## config.mk

```make
export PLATFORM = sky130hd
export DESIGN_NAME = bus_responder
export DESIGN_NICKNAME = d
export VERILOG_FILES = /design/src/rtl/bus_responder.sv
export SDC_FILE = /design/constraint.sdc
export NUM_CORES = 1
export LEC_CHECK = 0
export CAP_MARGIN = 20
export CORE_ASPECT_RATIO = 1.2
export CORE_MARGIN = 4
export CORE_UTILIZATION = 40
export DETAILED_ROUTE_END_ITERATION = 10
export PLACE_DENSITY = 0.69
export SETUP_SLACK_MARGIN = 0.15
export SLEW_MARGIN = 5
export SYNTH_ARGS = -nofsm -noshare
export SYNTH_HDL_FRONTEND = slang
export SYNTH_SLANG_ARGS = --single-unit
```

## constraint.sdc

```tcl
create_clock -name CLK -period 2.2 [get_ports CLK]
set_input_delay 0.22 -clock CLK [delete_from_list [all_inputs] [get_ports CLK]]
set_output_delay 0.22 -clock CLK [all_outputs]
set_load 0.01 [all_outputs]
```

## src/rtl/bus_responder.sv

```systemverilog
// Bus-cycle responder: decodes CPU memory/I/O cycles and turns them into
// backing-store requests with READY wait-state control and an INTA vector.
module bus_responder #(
  parameter logic [7:0]  MEM_MASK  = 8'h00,
  parameter logic [7:0]  MEM_MATCH = 8'h00,
  parameter bit          IO_EN     = 1'b1,
  parameter int unsigned MIN_WAIT  = 0
) (
  input  logic        CLK,
  input  logic        RESET_n,
  input  logic        ALE,
  input  logic        RD_n,
  input  logic        WR_n,
  input  logic        IOM,
  input  logic        DEN_n,
  input  logic        INTA_n,
  input  logic [7:0]  AD_in,
  input  logic [11:0] A,
  output logic [7:0]  AD_out,
  output logic        AD_oe,
  output logic        READY,
  output logic        req,
  output logic        req_we,
  output logic        req_io,
  output logic [19:0] req_addr,
  output logic [7:0]  req_wdata,
  input  logic        req_ack,
  input  logic [7:0]  req_rdata,
  input  logic [7:0]  irq_vector
);

  typedef enum logic [2:0] {IDLE, REQ, WAIT, DRIVE, HOLD, INTA} state_t;

  state_t      state_q, state_d;
  logic        ready_q, ready_d;
  logic        ad_oe_q, ad_oe_d;
  logic [7:0]  ad_out_q, ad_out_d;
  logic        we_q, we_d;
  logic        io_q, io_d;
  logic [19:0] addr_q, addr_d;
  logic [7:0]  wdata_q, wdata_d;
  logic [3:0]  wcnt_q, wcnt_d;
  logic        inta_cnt_q, inta_cnt_d;
  logic        inta_prev_q, inta_prev_d;
  logic        abort_q, abort_d;
  logic [19:0] lat_addr_q, lat_addr_d;
  logic        lat_iom_q, lat_iom_d;

  logic        sel;
  logic        strobe;
  logic        strobe_off;
  logic        inta_fall;
  logic [3:0]  wcnt_inc;
  logic        wait_done;

  assign strobe     = ~RD_n | ~WR_n;
  assign strobe_off = we_q ? WR_n : RD_n;
  assign inta_fall  = inta_prev_q & ~INTA_n;
  assign sel        = lat_iom_q ? IO_EN
                                : ((lat_addr_q[19:12] & MEM_MASK) == MEM_MATCH);
  assign wcnt_inc   = (wcnt_q == 4'hF) ? 4'hF : wcnt_q + 4'd1;
  assign wait_done  = 32'(wcnt_inc) >= MIN_WAIT;

  always_comb begin
    state_d     = state_q;
    ready_d     = ready_q;
    ad_oe_d     = ad_oe_q;
    ad_out_d    = ad_out_q;
    we_d        = we_q;
    io_d        = io_q;
    addr_d      = addr_q;
    wdata_d     = wdata_q;
    wcnt_d      = wcnt_q;
    abort_d     = abort_q;
    inta_prev_d = INTA_n;
    inta_cnt_d  = inta_fall ? ~inta_cnt_q : inta_cnt_q;
    lat_addr_d  = ALE ? {A, AD_in} : lat_addr_q;
    lat_iom_d   = ALE ? IOM : lat_iom_q;

    unique case (state_q)
      IDLE: begin
        if (inta_fall && inta_cnt_q) begin
          state_d  = INTA;
          ad_out_d = irq_vector;
          ad_oe_d  = ~DEN_n;
        end else if (strobe && sel) begin
          state_d = REQ;
          ready_d = 1'b0;
          we_d    = ~WR_n;
          io_d    = lat_iom_q;
          addr_d  = lat_addr_q;
          wcnt_d  = '0;
          abort_d = 1'b0;
          if (!WR_n) wdata_d = AD_in;
        end
      end
      REQ: begin
        wcnt_d = wcnt_inc;
        // An abandoned strobe releases the CPU at once; req still waits for ack.
        if (strobe_off) begin
          abort_d = 1'b1;
          ready_d = 1'b1;
        end
        if (req_ack) begin
          if (abort_q || strobe_off) begin
            state_d = IDLE;
          end else begin
            if (!we_q) ad_out_d = req_rdata;
            if (wait_done) begin
              ready_d = 1'b1;
              state_d = we_q ? HOLD : DRIVE;
              ad_oe_d = ~we_q & ~RD_n & ~DEN_n;
            end else begin
              state_d = WAIT;
            end
          end
        end
      end
      WAIT: begin
        wcnt_d = wcnt_inc;
        if (strobe_off) begin
          ready_d = 1'b1;
          state_d = IDLE;
        end else if (wait_done) begin
          ready_d = 1'b1;
          state_d = we_q ? HOLD : DRIVE;
          ad_oe_d = ~we_q & ~RD_n & ~DEN_n;
        end
      end
      DRIVE: begin
        ad_oe_d = ~RD_n & ~DEN_n;
        if (RD_n && WR_n) state_d = IDLE;
      end
      HOLD: begin
        if (RD_n && WR_n) state_d = IDLE;
      end
      INTA: begin
        ad_out_d = irq_vector;
        ad_oe_d  = ~INTA_n & ~DEN_n;
        if (INTA_n) state_d = IDLE;
      end
      default: state_d = IDLE;
    endcase
  end

  always_ff @(posedge CLK) begin
    if (!RESET_n) begin
      state_q     <= IDLE;
      ready_q     <= 1'b1;
      ad_oe_q     <= 1'b0;
      ad_out_q    <= '0;
      we_q        <= 1'b0;
      io_q        <= 1'b0;
      addr_q      <= '0;
      wdata_q     <= '0;
      wcnt_q      <= '0;
      inta_cnt_q  <= 1'b0;
      inta_prev_q <= 1'b1;
      abort_q     <= 1'b0;
      lat_addr_q  <= '0;
      lat_iom_q   <= 1'b0;
    end else begin
      state_q     <= state_d;
      ready_q     <= ready_d;
      ad_oe_q     <= ad_oe_d;
      ad_out_q    <= ad_out_d;
      we_q        <= we_d;
      io_q        <= io_d;
      addr_q      <= addr_d;
      wdata_q     <= wdata_d;
      wcnt_q      <= wcnt_d;
      inta_cnt_q  <= inta_cnt_d;
      inta_prev_q <= inta_prev_d;
      abort_q     <= abort_d;
      lat_addr_q  <= lat_addr_d;
      lat_iom_q   <= lat_iom_d;
    end
  end

  assign AD_out    = ad_out_q;
  assign AD_oe     = ad_oe_q;
  assign READY     = ready_q;
  assign req       = (state_q == REQ);
  assign req_we    = we_q;
  assign req_io    = io_q;
  assign req_addr  = addr_q;
  assign req_wdata = wdata_q;

endmodule

```

After elaboration in Yosys (flattened, before gate mapping)
Cells that the tools add are included.
Storage, ports and cells
  flip-flop bits (word level): 67
  logic and storage cells: 86
Operators by class
  equal/unequal tests: 16
  multiplexer cells: 28
  bitwise gates (word level): 13
  reduce and logical (&&, ||, !) cells: 16
Operators by type and width (number)
  $mux 8: 4
  $mux 3: 8
  $pmux 8 s3: 1
  $pmux 3 s5: 1
  $ne 2x2->1 const B: 7
  $reduce_and 4->1: 3
  $mux 1: 11
  $reduce_and 5->1: 2
  $not 1->1: 7
  $eq 3x2->1 const B: 2
  $eq 3x3->1 const B: 2
  $ne 2x1->1 const B: 3
  $reduce_and 3->1: 2
  $reduce_bool 3->1: 2
  $and 1x1->1: 5
  $pmux 1 s5: 1
  $reduce_bool 5->1: 1
  $eq 3x1->1 const B: 1
  $logic_not 3->1: 1
  $ne 3x3->1 const B: 1
  $pmux 1 s3: 1
  $logic_and 1x1->1: 2
  $pmux 1 s2: 1
  $reduce_bool 2->1: 1
  3 further kinds: 3

Logic depth before layout (Yosys ltp)
Gate-level depths: netlist of run 1.
  depth in word-level cells: 6
  gate-level depth with buffers: 6

Worst setup path after synthesis of run 1
No wires, ideal clock.
  path kind: reg2reg
  start point: register we_q (netlist: req_we)
  end point: register ready_q (netlist: READY)
  arrival time: 1524 ps
  path slack: 542 ps
  cell stages (with the launch flop): 5
  period minus slack after synthesis: 1658 ps
  path through: dfxtp_1 buf_6 mux2_4 o31a_1 or4_1
On the way
  cells in the longest elaborated chain, start to end: 5
Ends and longest elaborated chain
  start, declared: RTL line 38  | logic we_q, we_d;
  start signal, assigned: RTL line 167  | we_q <= we_d;
  $mux 1 *: RTL line 57  | assign strobe_off = we_q ? WR_n : RD_n;
  $mux 1 or $logic_or 1x1->1 (tied branches): RTL line 100, 105
  $mux 1: RTL line 105  | if (abort_q || strobe_off) begin
  $mux 1 *: RTL line 104  | if (req_ack) begin
  $pmux 1 s3 *: RTL line 80  | unique case (state_q)
  end signal, assigned: RTL line 164  | ready_q <= ready_d;
  end, declared: RTL line 35  | logic ready_q, ready_d;
Mark *: on every way between the ends. The rest lies on a longest branch, timed or not.
A chain may end at the register's enable or synchronous reset.

Worst setup path after layout of run 1
  start point: register state_q[0]
  end point: output req
On the way
  cells in the longest elaborated chain, start to end: 1
Ends and longest elaborated chain
  start, declared: RTL line 34  | state_t state_q, state_d;
  start signal, assigned: RTL line 163  | state_q <= state_d;
  $eq 3x1->1: RTL line 183  | assign req = (state_q == REQ);
  end, declared: RTL line 22  | output logic req,
No other way between the ends.

==> results by group, run 1 <==
Drt
  – Starting DRT DRC Count: 55
  – Post-Route M1 WL: 2993 microns
  – Wirelength, routed: 6783 microns
  – Routed wl met3: 369 microns
  – DR WL met2: 3258 microns
  – WL/cell: ~14 microns
  – ANT nets after route: 0
  – Initial DRT Pass Iterations: 4
  – Via count: 2392
  – Vias per cell: 4.983
  – Top layer in use: met4
  – DRC Markers: 0

Synthesis
  – Ys flop type: dfxtp_1
  – Sequential area share after synthesis: 45.91%
  – Syn Inst Count: 305
  – Syn Area/Cell: 9.579 sq um
  – Post-synthesis compound-gate area fraction: ~13%
  – Ys async rst share: 0%
  – Post-synth EDFFs: 0
  – Share of the synthesized area in the top cell type: 45.91%
  – Syn Std Cell Area: 2922 sq um
  – Xor and xnor area share after synthesis: less than 1%
  – Synth Area in Simple Gates: 19.19%
  – Post-Syn Nets: 350
  – Post-synthesis mux area share: 14.65%
  – Number of synthesized register bits: 67
  – Yosys Warn Count: 0
  – Adder-Cell Fraction of Synth Area: 0%
  – Distinct cell type count after synthesis: 49
  – Largest family of logic cells by synthesized area: simple AND/OR/NAND/NOR gates
  – Cell taking the most area after synthesis: dfxtp_1
  – Dominant cells by area after synthesis: dfxtp_1, mux2i_1, nand2_1

STA
  – Worst Tran Pin Value: ~0.41 ns
  – Hold Vio Cnt, Final: 0
  – Fin Setup TNS: 0 ns
  – Period utilisation layout: 88.77%
  – Final setup fails: 0
  – RSZ-0062 raised after global routing: false
  – Clock Skews: slightly below 0.01 ns
  – Max-slew violations: 0
  – Relative slew slack: 72.38%
  – Post-route minimum period: roughly 2.0 ns
  – Maximum clock frequency: 512.0 MHz
  – Slack of the critical path: 0.2470 ns

Power
  – Internal power: 0.002323 W
  – Combinational Power Share: 26.5%
  – Clock share of power: a little over 30%
  – Peak VDD IR: ~0.00054 V
  – Overall power: 0.003319 W
  – Cell Pwr Density: roughly 830 nW/um^2
  – Psw: 0.0009959 W
  – Reg power frac: 42.8%
  – Net Sw Frac: a little under a third
  – Leak: 1.517 nW

Die
  – Die Y: 101.6 microns
  – Initial core utilization: approximately two fifths
  – Die span in x: 86.02 microns
  – Die area: 8741 sq um
  – Rows: 33
  – Core area: 6978 sq um
  – I/O Pins: 86

Clock network
  – TritonCTS clock tree: yes
  – Root Buffer: clkbuf_8
  – CTS buffer count: 9
  – CTS Hold Bufs: 0
  – CTS clk-pin slew, worst paths: 0.07 ns
  – Longest Clk Path Bufs: 2
  – H-Tree Depth: 3
  – CTS sink cnt: 67
  – Clk_lat worst skew: 0.34 ns

Setup path
  – CP Class: register to primary output
  – Critical path fanouts, max: 10
  – Crit path DAT: 1.73 ns
  – R2R depth: 6
  – Worst setup SP type: register
  – Crit path capture type: primary output
  – Critical path required time: 1.98 ns

Hold path
  – HP Class: register to register
  – Hold depth: 2

Global route
  – Initial antenna violation count: 0
  – Global Route Usage Sum: 16.26%
  – First-pass GRT wire length: ~11000 microns
  – Vias in the first global route: 2299
  – Largest net degree at the start of global routing: 64
  – Grt ovf: 0

Final layout
  – Commonest non-fill, non-tap cells in the layout: clkdlybuf4s50_1, dfxtp_1, nand2_1, mux2i_1, nor2_1
  – Final net count: around 430
  – Design area: roughly 4000 sq um
  – Diode count: 0
  – Area growth from synthesis to layout: 37.00%
  – Fraction of layout cells with a size suffix above 1: between 10% and 20%
  – Most common cell after layout, fill and taps aside: clkdlybuf4s50_1
  – Core Util, Final: 57.36%

Place
  – DP HPWL: 4595 microns
  – Setup WS pre-CTS: 0.2059 ns
  – Placed Area: about 3800 sq um
  – GPL Wtd Cong: 0.9037
  – Port bufs: 85

Run status
  – Status: finished clean

Run
  – Maxcap violations: 0
==> per-stage QoR <==
step,hold slack (ns),instances
after global placement,0.4370,463
after floorplan,0.2930,305
after global routing,0.4666,480
after detailed placement,0.4450,463
after CTS,0.4553,480
final,0.4517,480
==> synth_stat cells, types with 2 or more instances <==
library cell  number
nand3b_1           2
inv_1              2
clkbuf_1           8
nor3b_1            2
buf_2              3
a311oi_2           2
and2_1             2
buf_6              7
nand2_1           46
dfxtp_1           67
nor4b_1            2
a311oi_1           6
a21oi_1           34
nand2b_1           3
nor2b_1            2
buf_4              4
o21ai_0            3
nor3_1             4
a21oi_2            2
mux2i_1           39
nor2_1            36
or3_4              2
==> logic make-up (layout without fill, tap and decap cells) <==
logic type      count (synthesis)  after routing
compound gates                 57             57
xor+xnor                        1              1
flops                          67             67
buf+inv                        26            114
mux                            42             42
simple gates                  112            112
==> area by class of cell <==
| cell class | count | area, sq um |
|---|---|---|
| Fill cell | 642 | 2975 |
| Clock buffer | 9 | 123.9 |
| Inverter | 2 | 7.507 |
| Sequential cell | 67 | 1344 |
| Clock inverter | 7 | 77.57 |
| Multi-Input combinational cell | 212 | 1395 |
| Timing Repair Buffer | 96 | 945.9 |
| Tap cell | 87 | 108.9 |
==> layer usage <==
layer / track usage, % / vias up
li1: - / 1215
met1: 20.07 / 1108
met2: 25.93 / 59
met3: 3.906 / 10
met4: 9.135 / 0
met5: 0 / -
==> worst max-delay path, cell delays in order (launching register included) <==
cell,delay [ns]
dfxtp_1,0.54
nor3b_4,0.29
clkdlybuf4s50_1,0.57
==> power groups by stage <==
stage / sequential [W] / clock (W) / combinational (W)
after floorplan: 0.00145 / 0 / 0.000542
after global placement: 0.00144 / 0 / 0.000866
after detailed placement: 0.00145 / 0 / 0.000876
after CTS: 0.00142 / 0.00106 / 0.000887
after global routing: 0.00144 / 0.00111 / 0.000952
final: 0.00142 / 0.00102 / 0.000879
==> flip-flops by register name (all words and copies together) (netlist names) <==
name         count
abort_q          1
AD_oe            1
req_addr        20
inta_prev_q      1
READY            1
lat_iom_q        1
req_wdata        8
lat_addr_q      20
inta_cnt_q       1
req_io           1
state_q          3
req_we           1
AD_out           8
==> timing repair <==
item                                    4_1_cts  5_1_grt
pin swaps                                     1        0
endpoints found under the setup margin        1       10
gates resized for setup                       0        2
setup buffers                                 1        0
==> path summary, 6_finish.rpt <==
check	startpoint	end	slack (ns)
setup / recovery	state_q[0]	req	0.25
hold / removal	lat_addr_q[10]	req_addr[10]	0.45
setup reg to reg	state_q[0]	AD_out[0]	0.36
hold reg to reg	lat_addr_q[10]	req_addr[10]	0.45
Power figures use the tool's default switching activity.
==> run 2, diff against run 1 <==
- SLEW_MARGIN: 5 -> 20
==> results of run 2 <==
Same layout as run 1: the final DEF is identical, and so are final timing and power.
==> run 3, diff against run 2 <==
- CELL_PAD_IN_SITES_DETAIL_PLACEMENT: not set -> 0
- CELL_PAD_IN_SITES_GLOBAL_PLACEMENT: not set -> 2
- CORE_UTILIZATION: 40 -> 28
- PLACE_DENSITY: 0.69 -> not set
- PLACE_DENSITY_LB_ADDON: not set -> 0.1
==> run 3 against run 2 <==
  * Clock power rose by 39%
  * Global-route usage is 3.4 points lower
  * First-iteration DRC count up 7.3%
  * Clock skew is 0.0064 ns lower
==> results by group, run 3 (same netlist as run 1, synthesis figures left out) <==
Place
  – GPL Wtd Cong: 0.8226 (-9.0%)
  – Port bufs: 85 (unchanged)
  – Placed Area: 3877 sq um (+2.3%)
  – DP HPWL: 5269 microns (+15%)

Setup path
  – CP max-delay cell: clkdlybuf4s50_1
  – Worst r2r src: state_q[1]
  – Crit path capture type: primary output
  – R2R depth: 5 (-1)
  – Critical path fanouts, max: 16 (+6)
  – R2R Setup Slk: 0.39 ns (+0.03 ns)
  – Crit-path cells: nor3b_4, clkdlybuf4s50_1
  – Crit path DAT: 1.60 ns (-0.13 ns)
  – Max incr delay on CP: 0.57 ns (about the same)
  – Reg2reg end: AD_oe
  – CP Class: register to primary output
  – Worst setup SP type: register
  – Critical path required time: 1.98 ns (about the same)

STA
  – Fin Setup TNS: 0 ns (unchanged)
  – Relative slew slack: 67.10% (-5.3 points)
  – Hold Vio Cnt, Final: 0 (unchanged)
  – RSZ-0062 raised after global routing: false
  – Worst Tran Pin Value: 0.4936 ns (+0.07930 ns)
  – Maximum clock frequency: 550.7 MHz (+7.6%)
  – Final setup fails: 0 (unchanged)
  – Clock Skews: 0.003459 ns (-0.006426 ns)
  – Max-slew violations: 0 (unchanged)
  – Post-route minimum period: 1.816 ns (-0.1372 ns)
  – Period utilisation layout: 82.54% (-6.2 points)

Global route
  – First-pass GRT wire length: 12180 microns (+9.9%)
  – Initial antenna violation count: 0 (unchanged)
  – Largest net degree at the start of global routing: 45 (-30%)
  – Grt ovf: 0 (unchanged)
  – Vias in the first global route: 2327 (+1.2%)
  – Global Route Usage Sum: 12.86% (-3.4 points)

Die
  – Core area: 10110 sq um (+45%)
  – Rows: 40 (+21%)
  – Die Y: 119.9 microns (+18%)
  – I/O Pins: 86 (unchanged)
  – Die span in x: 101.2 microns (+18%)
  – Initial core utilization: 28.90% (-13 points)
  – Die area: 12140 sq um (+39%)

Final layout
  – Fraction of layout cells with a size suffix above 1: 12.31% (+0.35 points)
  – Fillers: 1036 (+61%)
  – Design area: 4183 sq um (+4.5%)
  – Final net count: 438 (+1.2%)
  – Area growth from synthesis to layout: 43.17%
  – Most common cell after layout, fill and taps aside: clkdlybuf4s50_1
  – Commonest non-fill, non-tap cells in the layout: clkdlybuf4s50_1, dfxtp_1, nand2_1, mux2i_1, nor2_1
  – Diode count: 0 (unchanged)

Hold path
  – Hold wc startpoint: lat_addr_q[16]
  – Hold depth: 2 (unchanged)
  – HP Class: register to register
  – Worst hold endpoint: req_addr[16]

Clock network
  – Longest Clk Path Bufs: 2 (unchanged)
  – CTS clk-pin slew, worst paths: 0.05 ns (-0.02 ns)
  – Clk_lat worst skew: 0.32 ns (-0.02 ns)
  – CTS sink cnt: 67 (unchanged)
  – H-Tree Depth: 3 (unchanged)
  – CTS buffer count: 9 (unchanged)
  – TritonCTS clock tree: yes
  – Root Buffer: clkbuf_16

Drt
  – Via count: 2413 (+0.88%)
  – ANT nets after route: 0 (unchanged)
  – WL/cell: 14.64 microns (+3.6%)
  – Vias per cell: 4.605 (-7.6%)
  – Starting DRT DRC Count: 59 (+7.3%)
  – Initial DRT Pass Iterations: 4 (unchanged)
  – Wirelength, routed: 7671 microns (+13%)
  – DRC Markers: 0 (unchanged)

Power
  – Leak: 1.581 nW (+4.2%)
  – Peak VDD IR: 0.0004498 V (-16%)
  – Cell Pwr Density: 895.9 nW/um^2 (+8.0%)

Run status
  – Status: finished clean

Run
  – Maxcap violations: 0 (unchanged)
[run 3: how the worst max path moves through the flow]
| stage | start | to | slack, ns | depth (start not counted) |
|---|---|---|---|---|
| finish | state_q[2] | req | 0.38 | 2 |
| global route | state_q[2] | req | 0.30 | 2 |
| CTS | state_q[2] | req | 0.20 | 2 |
| detailed placement | RD_n | AD_out[1] | 0.22 | 5 |
| global placement | RD_n | AD_out[5] | 0.26 | 5 |
| floorplan | req_we | READY | 0.54 | 4 |
[run 3: routing by layer]
layer,GRT usage [%],wire length (microns),vias to the layer above
met1,16.70,3482,1110
met4,5.736,140,0
met5,0,0,-
met3,3.779,517,10
met2,19.56,3529,58
li1,-,-,1235
[run 3: repair_timing]
item                                    CTS  global route
endpoints found under the hold margin     0             0
cloned                                    0             0
setup buffers                             1             0
gates resized for setup                   0             1
endpoints found under the setup margin    1             5
pin swaps                                 1             0
hold buffers                              0             0
[run 3: worst max-delay path: cells and delay by family, from the launching register on]
family	cells	cell delay (ns)
buf+inv	1	0.57
flops	1	0.43
simple gates	1	0.27
[run 3: final cells by class]
class,instances,area (sq um),area share (%)
flip-flops and latches,67,1343,32.10
multi-input cells,212,1395,33.35
inverters,2,7.507,0.1795
repair buffers,101,983.4,23.51
clock buffers,12,246.5,5.893
clock inverters,4,50.05,1.197
well taps,126,157.7,3.769
[run 3: per-stage QoR]
step           cells  setup slack [ns]  util, %  hold slack [ns]  power (W)
2_1_floorplan    305            0.5418        -           0.2930   0.001994
3_3_place_gp     507            0.2619    38.35           0.4430   0.002363
3_5_place_dp     507            0.2167    38.35           0.4441   0.002366
4_1_cts          524            0.1991    41.36           0.4540   0.003826
5_1_grt          524            0.2975    41.37           0.4693   0.003955
6_report         524            0.3842    41.37           0.4498   0.003747
[run 3: power breakdown]
group          internal [W]  switching [W]  total [W]
Combinational      0.000482       0.000442   0.000924
Clock              0.000906       0.000512    0.00142
Sequential          0.00133      0.0000755    0.00141
